==> config.mk <==
export PLATFORM = sky130hd
export DESIGN_NAME = ycr_dmem_arb2_flat
export DESIGN_NICKNAME = d
export VERILOG_FILES = /design/src/rtl/ycr_dmem_arb2_if.sv /design/src/rtl/ycr_dmem_arb2.sv /design/src/flat_wrapper.sv
export SDC_FILE = /design/constraint.sdc
export NUM_CORES = 1
export LEC_CHECK = 0
export CORE_AREA = 2 2 125 127
export CTS_BUF_LIST = sky130_fd_sc_hd__clkbuf_4 sky130_fd_sc_hd__clkbuf_8
export DETAILED_ROUTE_END_ITERATION = 7
export DIE_AREA = 0 0 127 129
export GPL_TIMING_DRIVEN = 0
export HOLD_SLACK_MARGIN = 0.05
export PLACE_DENSITY_LB_ADDON = 0.2
export SLEW_MARGIN = 15
export SYNTH_ARGS = -nofsm -noshare
export SYNTH_HDL_FRONTEND = slang
export SYNTH_SLANG_ARGS = --single-unit
==> constraint.sdc <==
create_clock -name core_clk -period 2.01 [get_ports core_clk]
set_input_delay 0.201 -clock core_clk [delete_from_list [all_inputs] [get_ports core_clk]]
set_output_delay 0.201 -clock core_clk [all_outputs]
set_load 0.005 [all_outputs]
==> src/rtl/ycr_dmem_arb2_if.sv <==
// Data-memory request/response bundle used for both upstream requester ports
// and the shared downstream port of ycr_dmem_arb2.
interface ycr_dmem_arb2_if #(
    parameter int YCR_WB_WIDTH   = 32,
    parameter int YCR_WB_BL_DMEM = 4
) ();
    logic                      dmem_req;
    logic                      dmem_cmd;
    logic [1:0]                dmem_width;
    logic [YCR_WB_WIDTH-1:0]   dmem_addr;
    logic [YCR_WB_BL_DMEM-1:0] dmem_bl;
    logic [YCR_WB_WIDTH-1:0]   dmem_wdata;
    logic                      dmem_req_ack;
    logic [YCR_WB_WIDTH-1:0]   dmem_rdata;
    logic [1:0]                dmem_resp;

    modport master (
        output dmem_req, dmem_cmd, dmem_width, dmem_addr, dmem_bl, dmem_wdata,
        input  dmem_req_ack, dmem_rdata, dmem_resp
    );

    modport slave (
        input  dmem_req, dmem_cmd, dmem_width, dmem_addr, dmem_bl, dmem_wdata,
        output dmem_req_ack, dmem_rdata, dmem_resp
    );
endinterface

==> src/rtl/ycr_dmem_arb2.sv <==
// Two-master round-robin data-memory arbiter, one downstream transaction at a time.
// Optional response watchdog enabled by defining YCR_DMEM_ARB_TIMEOUT_EN.
module ycr_dmem_arb2 #(
    parameter int TIMEOUT_CYC    = 255,
    parameter int YCR_WB_WIDTH   = 32,
    parameter int YCR_WB_BL_DMEM = 4
) (
    input  logic             core_clk,
    input  logic             core_rst_n,
    ycr_dmem_arb2_if.slave   m0,
    ycr_dmem_arb2_if.slave   m1,
    ycr_dmem_arb2_if.master  s
);
    localparam logic [1:0] RESP_NOTRDY  = 2'd0;
    localparam logic [1:0] RESP_RDY_OK  = 2'd1;
    localparam logic [1:0] RESP_RDY_ER  = 2'd2;
    localparam logic [1:0] RESP_RDY_LOK = 2'd3;
    localparam int         WAIT_W       = (TIMEOUT_CYC < 2) ? 1 : $clog2(TIMEOUT_CYC + 1);

    typedef enum logic [1:0] {
        ST_IDLE = 2'd0,
        ST_REQ  = 2'd1,
        ST_RESP = 2'd2
    } state_e;

    state_e                    state_r, state_nxt_s;
    logic                      armed_r;
    logic                      grant_r, grant_nxt_s;
    logic                      last_grant_r, last_grant_nxt_s;
    logic [YCR_WB_BL_DMEM-1:0] beat_cnt_r, beat_cnt_nxt_s, beat_cnt_inc_s;
    logic [YCR_WB_BL_DMEM-1:0] beat_tgt_r, beat_tgt_nxt_s;

    logic                      gm_req_s;
    logic                      gm_cmd_s;
    logic [1:0]                gm_width_s;
    logic [YCR_WB_WIDTH-1:0]   gm_addr_s;
    logic [YCR_WB_BL_DMEM-1:0] gm_bl_s;
    logic [YCR_WB_WIDTH-1:0]   gm_wdata_s;

    logic                      s_req_s;
    logic                      s_cmd_s;
    logic [1:0]                s_width_s;
    logic [YCR_WB_WIDTH-1:0]   s_addr_s;
    logic [YCR_WB_BL_DMEM-1:0] s_bl_s;
    logic [YCR_WB_WIDTH-1:0]   s_wdata_s;
    logic                      ack_fwd_s;
    logic [1:0]                resp_fwd_s;
    logic [YCR_WB_WIDTH-1:0]   rdata_fwd_s;

`ifdef YCR_DMEM_ARB_TIMEOUT_EN
    logic [WAIT_W-1:0]         wait_cnt_r, wait_cnt_nxt_s;
    logic                      timeout_hit_s;
    assign timeout_hit_s = (wait_cnt_r == WAIT_W'(TIMEOUT_CYC - 1));
`else
    logic [WAIT_W-1:0]         timeout_unused_s;
    assign timeout_unused_s = WAIT_W'(TIMEOUT_CYC);
`endif

    assign gm_req_s       = grant_r ? m1.dmem_req   : m0.dmem_req;
    assign gm_cmd_s       = grant_r ? m1.dmem_cmd   : m0.dmem_cmd;
    assign gm_width_s     = grant_r ? m1.dmem_width : m0.dmem_width;
    assign gm_addr_s      = grant_r ? m1.dmem_addr  : m0.dmem_addr;
    assign gm_bl_s        = grant_r ? m1.dmem_bl    : m0.dmem_bl;
    assign gm_wdata_s     = grant_r ? m1.dmem_wdata : m0.dmem_wdata;
    assign beat_cnt_inc_s = beat_cnt_r + YCR_WB_BL_DMEM'(1'b1);

    // Next-state, downstream request and upstream response steering
    always_comb begin
        state_nxt_s      = state_r;
        grant_nxt_s      = grant_r;
        last_grant_nxt_s = last_grant_r;
        beat_cnt_nxt_s   = beat_cnt_r;
        beat_tgt_nxt_s   = beat_tgt_r;
        s_req_s          = 1'b0;
        s_cmd_s          = 1'b0;
        s_width_s        = 2'd0;
        s_addr_s         = {YCR_WB_WIDTH{1'b0}};
        s_bl_s           = {YCR_WB_BL_DMEM{1'b0}};
        s_wdata_s        = {YCR_WB_WIDTH{1'b0}};
        ack_fwd_s        = 1'b0;
        resp_fwd_s       = RESP_NOTRDY;
        rdata_fwd_s      = {YCR_WB_WIDTH{1'b0}};
`ifdef YCR_DMEM_ARB_TIMEOUT_EN
        wait_cnt_nxt_s   = wait_cnt_r;
`endif
        case (state_r)
            ST_IDLE: begin
                // armed_r holds off arbitration for the first edge after reset
                if (armed_r && (m0.dmem_req || m1.dmem_req)) begin
                    state_nxt_s = ST_REQ;
                    if (m0.dmem_req && m1.dmem_req) begin
                        grant_nxt_s = ~last_grant_r;
                    end else begin
                        grant_nxt_s = m1.dmem_req;
                    end
                end else begin
                    state_nxt_s = ST_IDLE;
                end
            end
            ST_REQ: begin
                if (!gm_req_s) begin
                    state_nxt_s = ST_IDLE;
                end else begin
                    s_req_s   = 1'b1;
                    s_cmd_s   = gm_cmd_s;
                    s_width_s = gm_width_s;
                    s_addr_s  = gm_addr_s;
                    s_bl_s    = gm_bl_s;
                    s_wdata_s = gm_wdata_s;
                    ack_fwd_s = s.dmem_req_ack;
                    if (s.dmem_req_ack) begin
                        state_nxt_s      = ST_RESP;
                        last_grant_nxt_s = grant_r;
                        beat_cnt_nxt_s   = {YCR_WB_BL_DMEM{1'b0}};
                        beat_tgt_nxt_s   = (gm_bl_s == {YCR_WB_BL_DMEM{1'b0}}) ?
                                           YCR_WB_BL_DMEM'(1'b1) : gm_bl_s;
`ifdef YCR_DMEM_ARB_TIMEOUT_EN
                        wait_cnt_nxt_s   = {WAIT_W{1'b0}};
`endif
                    end else begin
                        state_nxt_s = ST_REQ;
                    end
                end
            end
            ST_RESP: begin
                resp_fwd_s  = s.dmem_resp;
                rdata_fwd_s = s.dmem_rdata;
                if (s.dmem_resp != RESP_NOTRDY) begin
                    beat_cnt_nxt_s = beat_cnt_inc_s;
                end else begin
                    beat_cnt_nxt_s = beat_cnt_r;
                end
                case (s.dmem_resp)
                    RESP_RDY_ER, RESP_RDY_LOK: state_nxt_s = ST_IDLE;
                    RESP_RDY_OK: begin
                        if (beat_cnt_inc_s >= beat_tgt_r) begin
                            state_nxt_s = ST_IDLE;
                        end else begin
                            state_nxt_s = ST_RESP;
                        end
                    end
                    default: state_nxt_s = ST_RESP;
                endcase
`ifdef YCR_DMEM_ARB_TIMEOUT_EN
                if (s.dmem_resp == RESP_NOTRDY) begin
                    if (timeout_hit_s) begin
                        resp_fwd_s     = RESP_RDY_ER;
                        rdata_fwd_s    = {YCR_WB_WIDTH{1'b0}};
                        wait_cnt_nxt_s = {WAIT_W{1'b0}};
                        state_nxt_s    = ST_IDLE;
                    end else begin
                        wait_cnt_nxt_s = wait_cnt_r + WAIT_W'(1'b1);
                    end
                end else begin
                    wait_cnt_nxt_s = {WAIT_W{1'b0}};
                end
`endif
            end
            default: state_nxt_s = ST_IDLE;
        endcase
    end

    // Arbiter state registers
    always_ff @(posedge core_clk or negedge core_rst_n) begin
        if (!core_rst_n) begin
            state_r      <= ST_IDLE;
            armed_r      <= 1'b0;
            grant_r      <= 1'b0;
            last_grant_r <= 1'b1;
            beat_cnt_r   <= {YCR_WB_BL_DMEM{1'b0}};
            beat_tgt_r   <= {YCR_WB_BL_DMEM{1'b0}};
`ifdef YCR_DMEM_ARB_TIMEOUT_EN
            wait_cnt_r   <= {WAIT_W{1'b0}};
`endif
        end else begin
            state_r      <= state_nxt_s;
            armed_r      <= 1'b1;
            grant_r      <= grant_nxt_s;
            last_grant_r <= last_grant_nxt_s;
            beat_cnt_r   <= beat_cnt_nxt_s;
            beat_tgt_r   <= beat_tgt_nxt_s;
`ifdef YCR_DMEM_ARB_TIMEOUT_EN
            wait_cnt_r   <= wait_cnt_nxt_s;
`endif
        end
    end

    assign s.dmem_req      = s_req_s;
    assign s.dmem_cmd      = s_cmd_s;
    assign s.dmem_width    = s_width_s;
    assign s.dmem_addr     = s_addr_s;
    assign s.dmem_bl       = s_bl_s;
    assign s.dmem_wdata    = s_wdata_s;

    assign m0.dmem_req_ack = ack_fwd_s & ~grant_r;
    assign m1.dmem_req_ack = ack_fwd_s &  grant_r;
    assign m0.dmem_resp    = grant_r ? RESP_NOTRDY : resp_fwd_s;
    assign m1.dmem_resp    = grant_r ? resp_fwd_s  : RESP_NOTRDY;
    assign m0.dmem_rdata   = grant_r ? {YCR_WB_WIDTH{1'b0}} : rdata_fwd_s;
    assign m1.dmem_rdata   = grant_r ? rdata_fwd_s : {YCR_WB_WIDTH{1'b0}};
endmodule

==> src/flat_wrapper.sv <==
// flat-port wrapper written by rule: the top's interface ports become plain ports
module ycr_dmem_arb2_flat 
#(
    parameter int TIMEOUT_CYC    = 255,
    parameter int YCR_WB_WIDTH   = 32,
    parameter int YCR_WB_BL_DMEM = 4
)
  (core_clk, core_rst_n, m0_dmem_req, m0_dmem_cmd, m0_dmem_width, m0_dmem_addr, m0_dmem_bl, m0_dmem_wdata, m0_dmem_req_ack, m0_dmem_rdata, m0_dmem_resp, m1_dmem_req, m1_dmem_cmd, m1_dmem_width, m1_dmem_addr, m1_dmem_bl, m1_dmem_wdata, m1_dmem_req_ack, m1_dmem_rdata, m1_dmem_resp, s_dmem_req, s_dmem_cmd, s_dmem_width, s_dmem_addr, s_dmem_bl, s_dmem_wdata, s_dmem_req_ack, s_dmem_rdata, s_dmem_resp);
  ycr_dmem_arb2_if #(.YCR_WB_WIDTH(YCR_WB_WIDTH), .YCR_WB_BL_DMEM(YCR_WB_BL_DMEM)) m0_i ();
  ycr_dmem_arb2_if #(.YCR_WB_WIDTH(YCR_WB_WIDTH), .YCR_WB_BL_DMEM(YCR_WB_BL_DMEM)) m1_i ();
  ycr_dmem_arb2_if #(.YCR_WB_WIDTH(YCR_WB_WIDTH), .YCR_WB_BL_DMEM(YCR_WB_BL_DMEM)) s_i ();
  input  logic core_clk;
  input  logic core_rst_n;
  input wire logic [$bits(m0_i.dmem_req)-1:0] m0_dmem_req;
  input wire logic [$bits(m0_i.dmem_cmd)-1:0] m0_dmem_cmd;
  input wire logic [$bits(m0_i.dmem_width)-1:0] m0_dmem_width;
  input wire logic [$bits(m0_i.dmem_addr)-1:0] m0_dmem_addr;
  input wire logic [$bits(m0_i.dmem_bl)-1:0] m0_dmem_bl;
  input wire logic [$bits(m0_i.dmem_wdata)-1:0] m0_dmem_wdata;
  output wire logic [$bits(m0_i.dmem_req_ack)-1:0] m0_dmem_req_ack;
  output wire logic [$bits(m0_i.dmem_rdata)-1:0] m0_dmem_rdata;
  output wire logic [$bits(m0_i.dmem_resp)-1:0] m0_dmem_resp;
  input wire logic [$bits(m1_i.dmem_req)-1:0] m1_dmem_req;
  input wire logic [$bits(m1_i.dmem_cmd)-1:0] m1_dmem_cmd;
  input wire logic [$bits(m1_i.dmem_width)-1:0] m1_dmem_width;
  input wire logic [$bits(m1_i.dmem_addr)-1:0] m1_dmem_addr;
  input wire logic [$bits(m1_i.dmem_bl)-1:0] m1_dmem_bl;
  input wire logic [$bits(m1_i.dmem_wdata)-1:0] m1_dmem_wdata;
  output wire logic [$bits(m1_i.dmem_req_ack)-1:0] m1_dmem_req_ack;
  output wire logic [$bits(m1_i.dmem_rdata)-1:0] m1_dmem_rdata;
  output wire logic [$bits(m1_i.dmem_resp)-1:0] m1_dmem_resp;
  output wire logic [$bits(s_i.dmem_req)-1:0] s_dmem_req;
  output wire logic [$bits(s_i.dmem_cmd)-1:0] s_dmem_cmd;
  output wire logic [$bits(s_i.dmem_width)-1:0] s_dmem_width;
  output wire logic [$bits(s_i.dmem_addr)-1:0] s_dmem_addr;
  output wire logic [$bits(s_i.dmem_bl)-1:0] s_dmem_bl;
  output wire logic [$bits(s_i.dmem_wdata)-1:0] s_dmem_wdata;
  input wire logic [$bits(s_i.dmem_req_ack)-1:0] s_dmem_req_ack;
  input wire logic [$bits(s_i.dmem_rdata)-1:0] s_dmem_rdata;
  input wire logic [$bits(s_i.dmem_resp)-1:0] s_dmem_resp;
  assign m0_i.dmem_req = m0_dmem_req;
  assign m0_i.dmem_cmd = m0_dmem_cmd;
  assign m0_i.dmem_width = m0_dmem_width;
  assign m0_i.dmem_addr = m0_dmem_addr;
  assign m0_i.dmem_bl = m0_dmem_bl;
  assign m0_i.dmem_wdata = m0_dmem_wdata;
  assign m0_dmem_req_ack = m0_i.dmem_req_ack;
  assign m0_dmem_rdata = m0_i.dmem_rdata;
  assign m0_dmem_resp = m0_i.dmem_resp;
  assign m1_i.dmem_req = m1_dmem_req;
  assign m1_i.dmem_cmd = m1_dmem_cmd;
  assign m1_i.dmem_width = m1_dmem_width;
  assign m1_i.dmem_addr = m1_dmem_addr;
  assign m1_i.dmem_bl = m1_dmem_bl;
  assign m1_i.dmem_wdata = m1_dmem_wdata;
  assign m1_dmem_req_ack = m1_i.dmem_req_ack;
  assign m1_dmem_rdata = m1_i.dmem_rdata;
  assign m1_dmem_resp = m1_i.dmem_resp;
  assign s_dmem_req = s_i.dmem_req;
  assign s_dmem_cmd = s_i.dmem_cmd;
  assign s_dmem_width = s_i.dmem_width;
  assign s_dmem_addr = s_i.dmem_addr;
  assign s_dmem_bl = s_i.dmem_bl;
  assign s_dmem_wdata = s_i.dmem_wdata;
  assign s_i.dmem_req_ack = s_dmem_req_ack;
  assign s_i.dmem_rdata = s_dmem_rdata;
  assign s_i.dmem_resp = s_dmem_resp;
  ycr_dmem_arb2 #(.TIMEOUT_CYC(TIMEOUT_CYC), .YCR_WB_WIDTH(YCR_WB_WIDTH), .YCR_WB_BL_DMEM(YCR_WB_BL_DMEM)) u_core (.core_clk(core_clk), .core_rst_n(core_rst_n), .m0(m0_i), .m1(m1_i), .s(s_i));
endmodule
==> key figures <==
Setup path
  • Critical path class: flop to output pin
  • Critical path launch point type: flop
  • Max incr delay on CP: 370 ps
  • Most frequent CP cell: buf_6
  • Worst path cell trace: buf_6, mux2_4, nand3b_1, buf_6, buf_6, buf_16, buf_12, nor2_4, buf_6
  • CP max FO: 6
  • CP required: 1810 ps
  • Slowest CP cell: dfrtp_1
  • CP Data Arrival Time: 1880 ps
  • Setup crit end kind: output pin

Floorplan
  • Die Y: 129 microns
  • Row count: 45
  • Die width: 127 microns
  • Die ar.: 16,380 sq um
  • IO Pins: 323
  • Core outline area: 14,980 sq um
  • Initial Util: 15.33%

Place
  • GP Congestion: 0.8072
  • DPL Wire Length: 10.55 mm
  • Pre-CTS setup slack: -215.4 ps
  • IO Port Bufs: 322
  • Dpl cells: 823

STA
  • Slew HR: 58.64%
  • Final period util: 103.3%
  • Final hold vios: 0
  • Final setup vio count: 15
  • Final Skew: 0.4005 ps
  • Fmax: 0.4814 GHz
  • Final Worst Setup Slack: -67.17 ps
  • Final Critical Period: 2077 ps
  • Unrepaired setup endpoints after global routing: yes
  • Slew Limit Fails: 0
  • Worst-Margin Slew: 618.4 ps

Global route
  • GR Util met1: 16.72%
  • Met3 Use GR: 2.453%
  • Initial antenna violation count: 0
  • Gr usage total: 14.48%
  • First-pass GRT wire length: 19.06 mm
  • Largest net degree at the start of global routing: 14
  • GR Util met2: 28.94%
  • Vias in the first global route: 3,583
  • Total grt overflow: 0
  • Gr busiest metal: met2

Status
  • Status: finished with violations
  • Failing checks: negative setup slack

Logic synthesis
  • Yosys cell types: 33
  • Syn_nets: 499
  • Seq/Total Area, Yosys: 14.22%
  • Ys Warns: 0
  • Mapped Avg Cell Area: 7.335 sq um
  • Mapped Area: 2296 sq um
  • Seq cells post-synth: 13
  • Post-Synthesis Cells: 313

Clocking
  • Insertion delay to the later sink of the worst-skew pair: 240 ps
  • CTS HTree Levels: 1
  • CTS tree: done
  • CTS sink count: 13
  • CTS Root Cell: clkbuf_8
  • Clock slew at reported path FFs: 50 ps
  • Max Root-Sink Buffers: 2
  • Cts hold-fix bufs: 0
  • TritonCTS Buffers: 3

Detailed routing
  • Vias: 3,586
  • Post-detailed-route count of antenna-violating nets: 0
  • Vias/cell: 4.066
  • Total Wirelength: 13.33 mm
  • Number of DRC markers in iteration 0: 82
  • WL per Instance: 15.11 microns
  • DRC: 0
  • Number of detailed-route iterations in the first pass: 4

Power and ir drop
  • VDD IR max: 0.3004 mV
  • PwrDens: 705.8 nW/um^2
  • Pwr Total: 4.538 mW
  • P_leak: 3.224 nW

Cells and area
  • # diodes: 0
  • Fill count: 1,516
  • Share of cells above drive strength 1: 32.42%
  • Area delta synth->final: 180.0%
  • Fin nets: 881
  • Final Non-Filler Cells: 882

Flow run
  • Max-cap violations: 0

Hold path
  • Worst hold path class: input port to asynchronous set/reset pin
==> synthesized netlist by cell type <==
cell type   n  share of area, %
mux2i_1    72                31
conb_1      1              0.16
xnor2_1     1              0.38
or2_2       1              0.27
a21o_1      1              0.33
and3b_1     1              0.38
o21ai_1     1              0.22
buf_2       7               1.5
nand2b_1    1              0.27
nand3_1     4              0.87
nor4_1      1              0.27
inv_2       1              0.16
nor2_1     78                13
o21ai_0     6               1.3
a2111oi_0   1              0.38
a21oi_1     6               1.3
mux2_4      1              0.65
nand3b_1    1              0.33
xor2_1      1              0.38
o311ai_0    1              0.38
clkbuf_1    6              0.98
and2_1     68                19
buf_6      10               4.9
o211ai_1    1              0.33
nand2_1    14               2.3
and3_1      1              0.27
dfrtp_1    12                13
dfstp_2     1               1.1
inv_1       4              0.65
nor3_1      2              0.44
nand2b_4    1              0.60
ha_1        5               2.7
buf_4       1              0.33
==> critical path, delay by kind of cell (launching register included) <==
family / cells / cell delay [ps]
multiplexers: 1 / 300
flip-flops: 1 / 370
buffers and inverters: 6 / 770
AND/OR/NAND/NOR: 2 / 200
==> routing by layer <==
| layer | wire (microns) | share of wire, % | vias to the layer above |
|---|---|---|---|
| met4 | 97 | 0.73 | 0 |
| met3 | 885 | 6.6 | 11 |
| met5 | 0 | 0 | - |
| li1 | - | - | 1793 |
| met1 | 5205 | 39 | 1630 |
| met2 | 7142 | 54 | 152 |
==> final timing paths <==
kind | from | to | slack, ps | cells after the start
max in group asynchronous | core_rst_n | u_core.beat_cnt_r[0] | 1260 | 1
worst max register to register | u_core.beat_cnt_r[0] | u_core.state_r[1] | 210 | 6
worst min register to register | u_core.beat_tgt_r[1] | u_core.beat_tgt_r[1] | 490 | 2
worst max-delay path | u_core.grant_r | s_dmem_bl[3] | -70 | 9
worst min-delay path | core_rst_n | u_core.beat_cnt_r[3] | 350 | 1
min in group core_clk | u_core.beat_tgt_r[1] | u_core.beat_tgt_r[1] | 490 | 2
==> cell usage in the layout (no fill, tap or decap), drive strengths merged <==
cell / synthesis / layout
and3b: 1 / 1
mux2: 1 / 1
ha: 5 / 5
buf: 18 / 127
or2: 1 / 1
and2: 68 / 68
a21oi: 6 / 6
clkbuf: 6 / 38
nor3: 2 / 2
nor4: 1 / 1
dfrtp: 12 / 12
xnor2: 1 / 1
nand3b: 1 / 1
nand3: 4 / 4
inv: 5 / 5
a2111oi: 1 / 1
clkdlybuf4s50: 0 / 182
o311ai: 1 / 1
o211ai: 1 / 1
clkdlybuf4s15: 0 / 7
and3: 1 / 1
nand2: 14 / 14
conb: 1 / 1
nand2b: 2 / 2
dlymetal6s2s: 0 / 5
xor2: 1 / 1
nor2: 78 / 78
o21ai: 7 / 7
dlygate4sd2: 0 / 46
dfstp: 1 / 1
a21o: 1 / 1
mux2i: 72 / 72
==> repair_timing <==
action / 4_1_cts / 5_1_grt
gates cloned: 9 / 1
gates resized for setup: 386 / 143
pin swaps: 13 / 31
buffers inserted: 39 / 11
endpoints found under the setup margin: 141 / 85
==> metrics by stage <==
stage	TNS, ps	utilization [%]	hold WS, ps	instance area [sq um]
2_1_floorplan	0	-	-94.59	2296
3_3_place_gp	-15790	38.42	470.8	5754
3_5_place_dp	-20490	38.42	478.7	5754
4_1_cts	-1658	40.60	354.3	6081
5_1_grt	-4830	42.92	388.8	6429
6_report	-578.3	42.92	346.9	6429
==> registers in the layout, summed over array words and instances (netlist names) <==
name / cells
u_core.beat_cnt_r: 4
u_core.armed_r: 1
u_core.beat_tgt_r: 4
u_core.state_r: 2
u_core.grant_r: 1
u_core.last_grant_r: 1
==> logic make-up (layout without fill, tap and decap cells) <==
kind of cell,after synthesis,count (layout),share of synthesized area (%)
simple gates,173,173,37.28
buf+inv,29,410,8.555
other cells,1,1,0.1633
compound gates,17,17,4.251
mux,73,73,32.04
xor+xnor,2,2,0.7631
fa+ha+maj,5,5,2.725
flops,13,13,14.22
==> layout make-up <==
cell class                 instances  area, sq um  area share [%]
clock buffer                       4        48.80          0.7590
multi-input combinational        271         2022           31.45
sequential                        13        326.6           5.080
inverter                           5        18.77          0.2919
tap                              188        235.2           3.659
buffer                            22        265.3           4.126
timing repair buffer             379         3512           54.63
==> power by group <==
part	internal, mW	total, mW	switching, mW	leakage (nW)
clock network	0.153	0.241	0.0880	0.0262
registers	0.348	0.411	0.0630	0.165
logic	2.23	3.89	1.65	3.03
total	2.73	4.54	1.80	3.22
(Power assumes the default switching activity.)
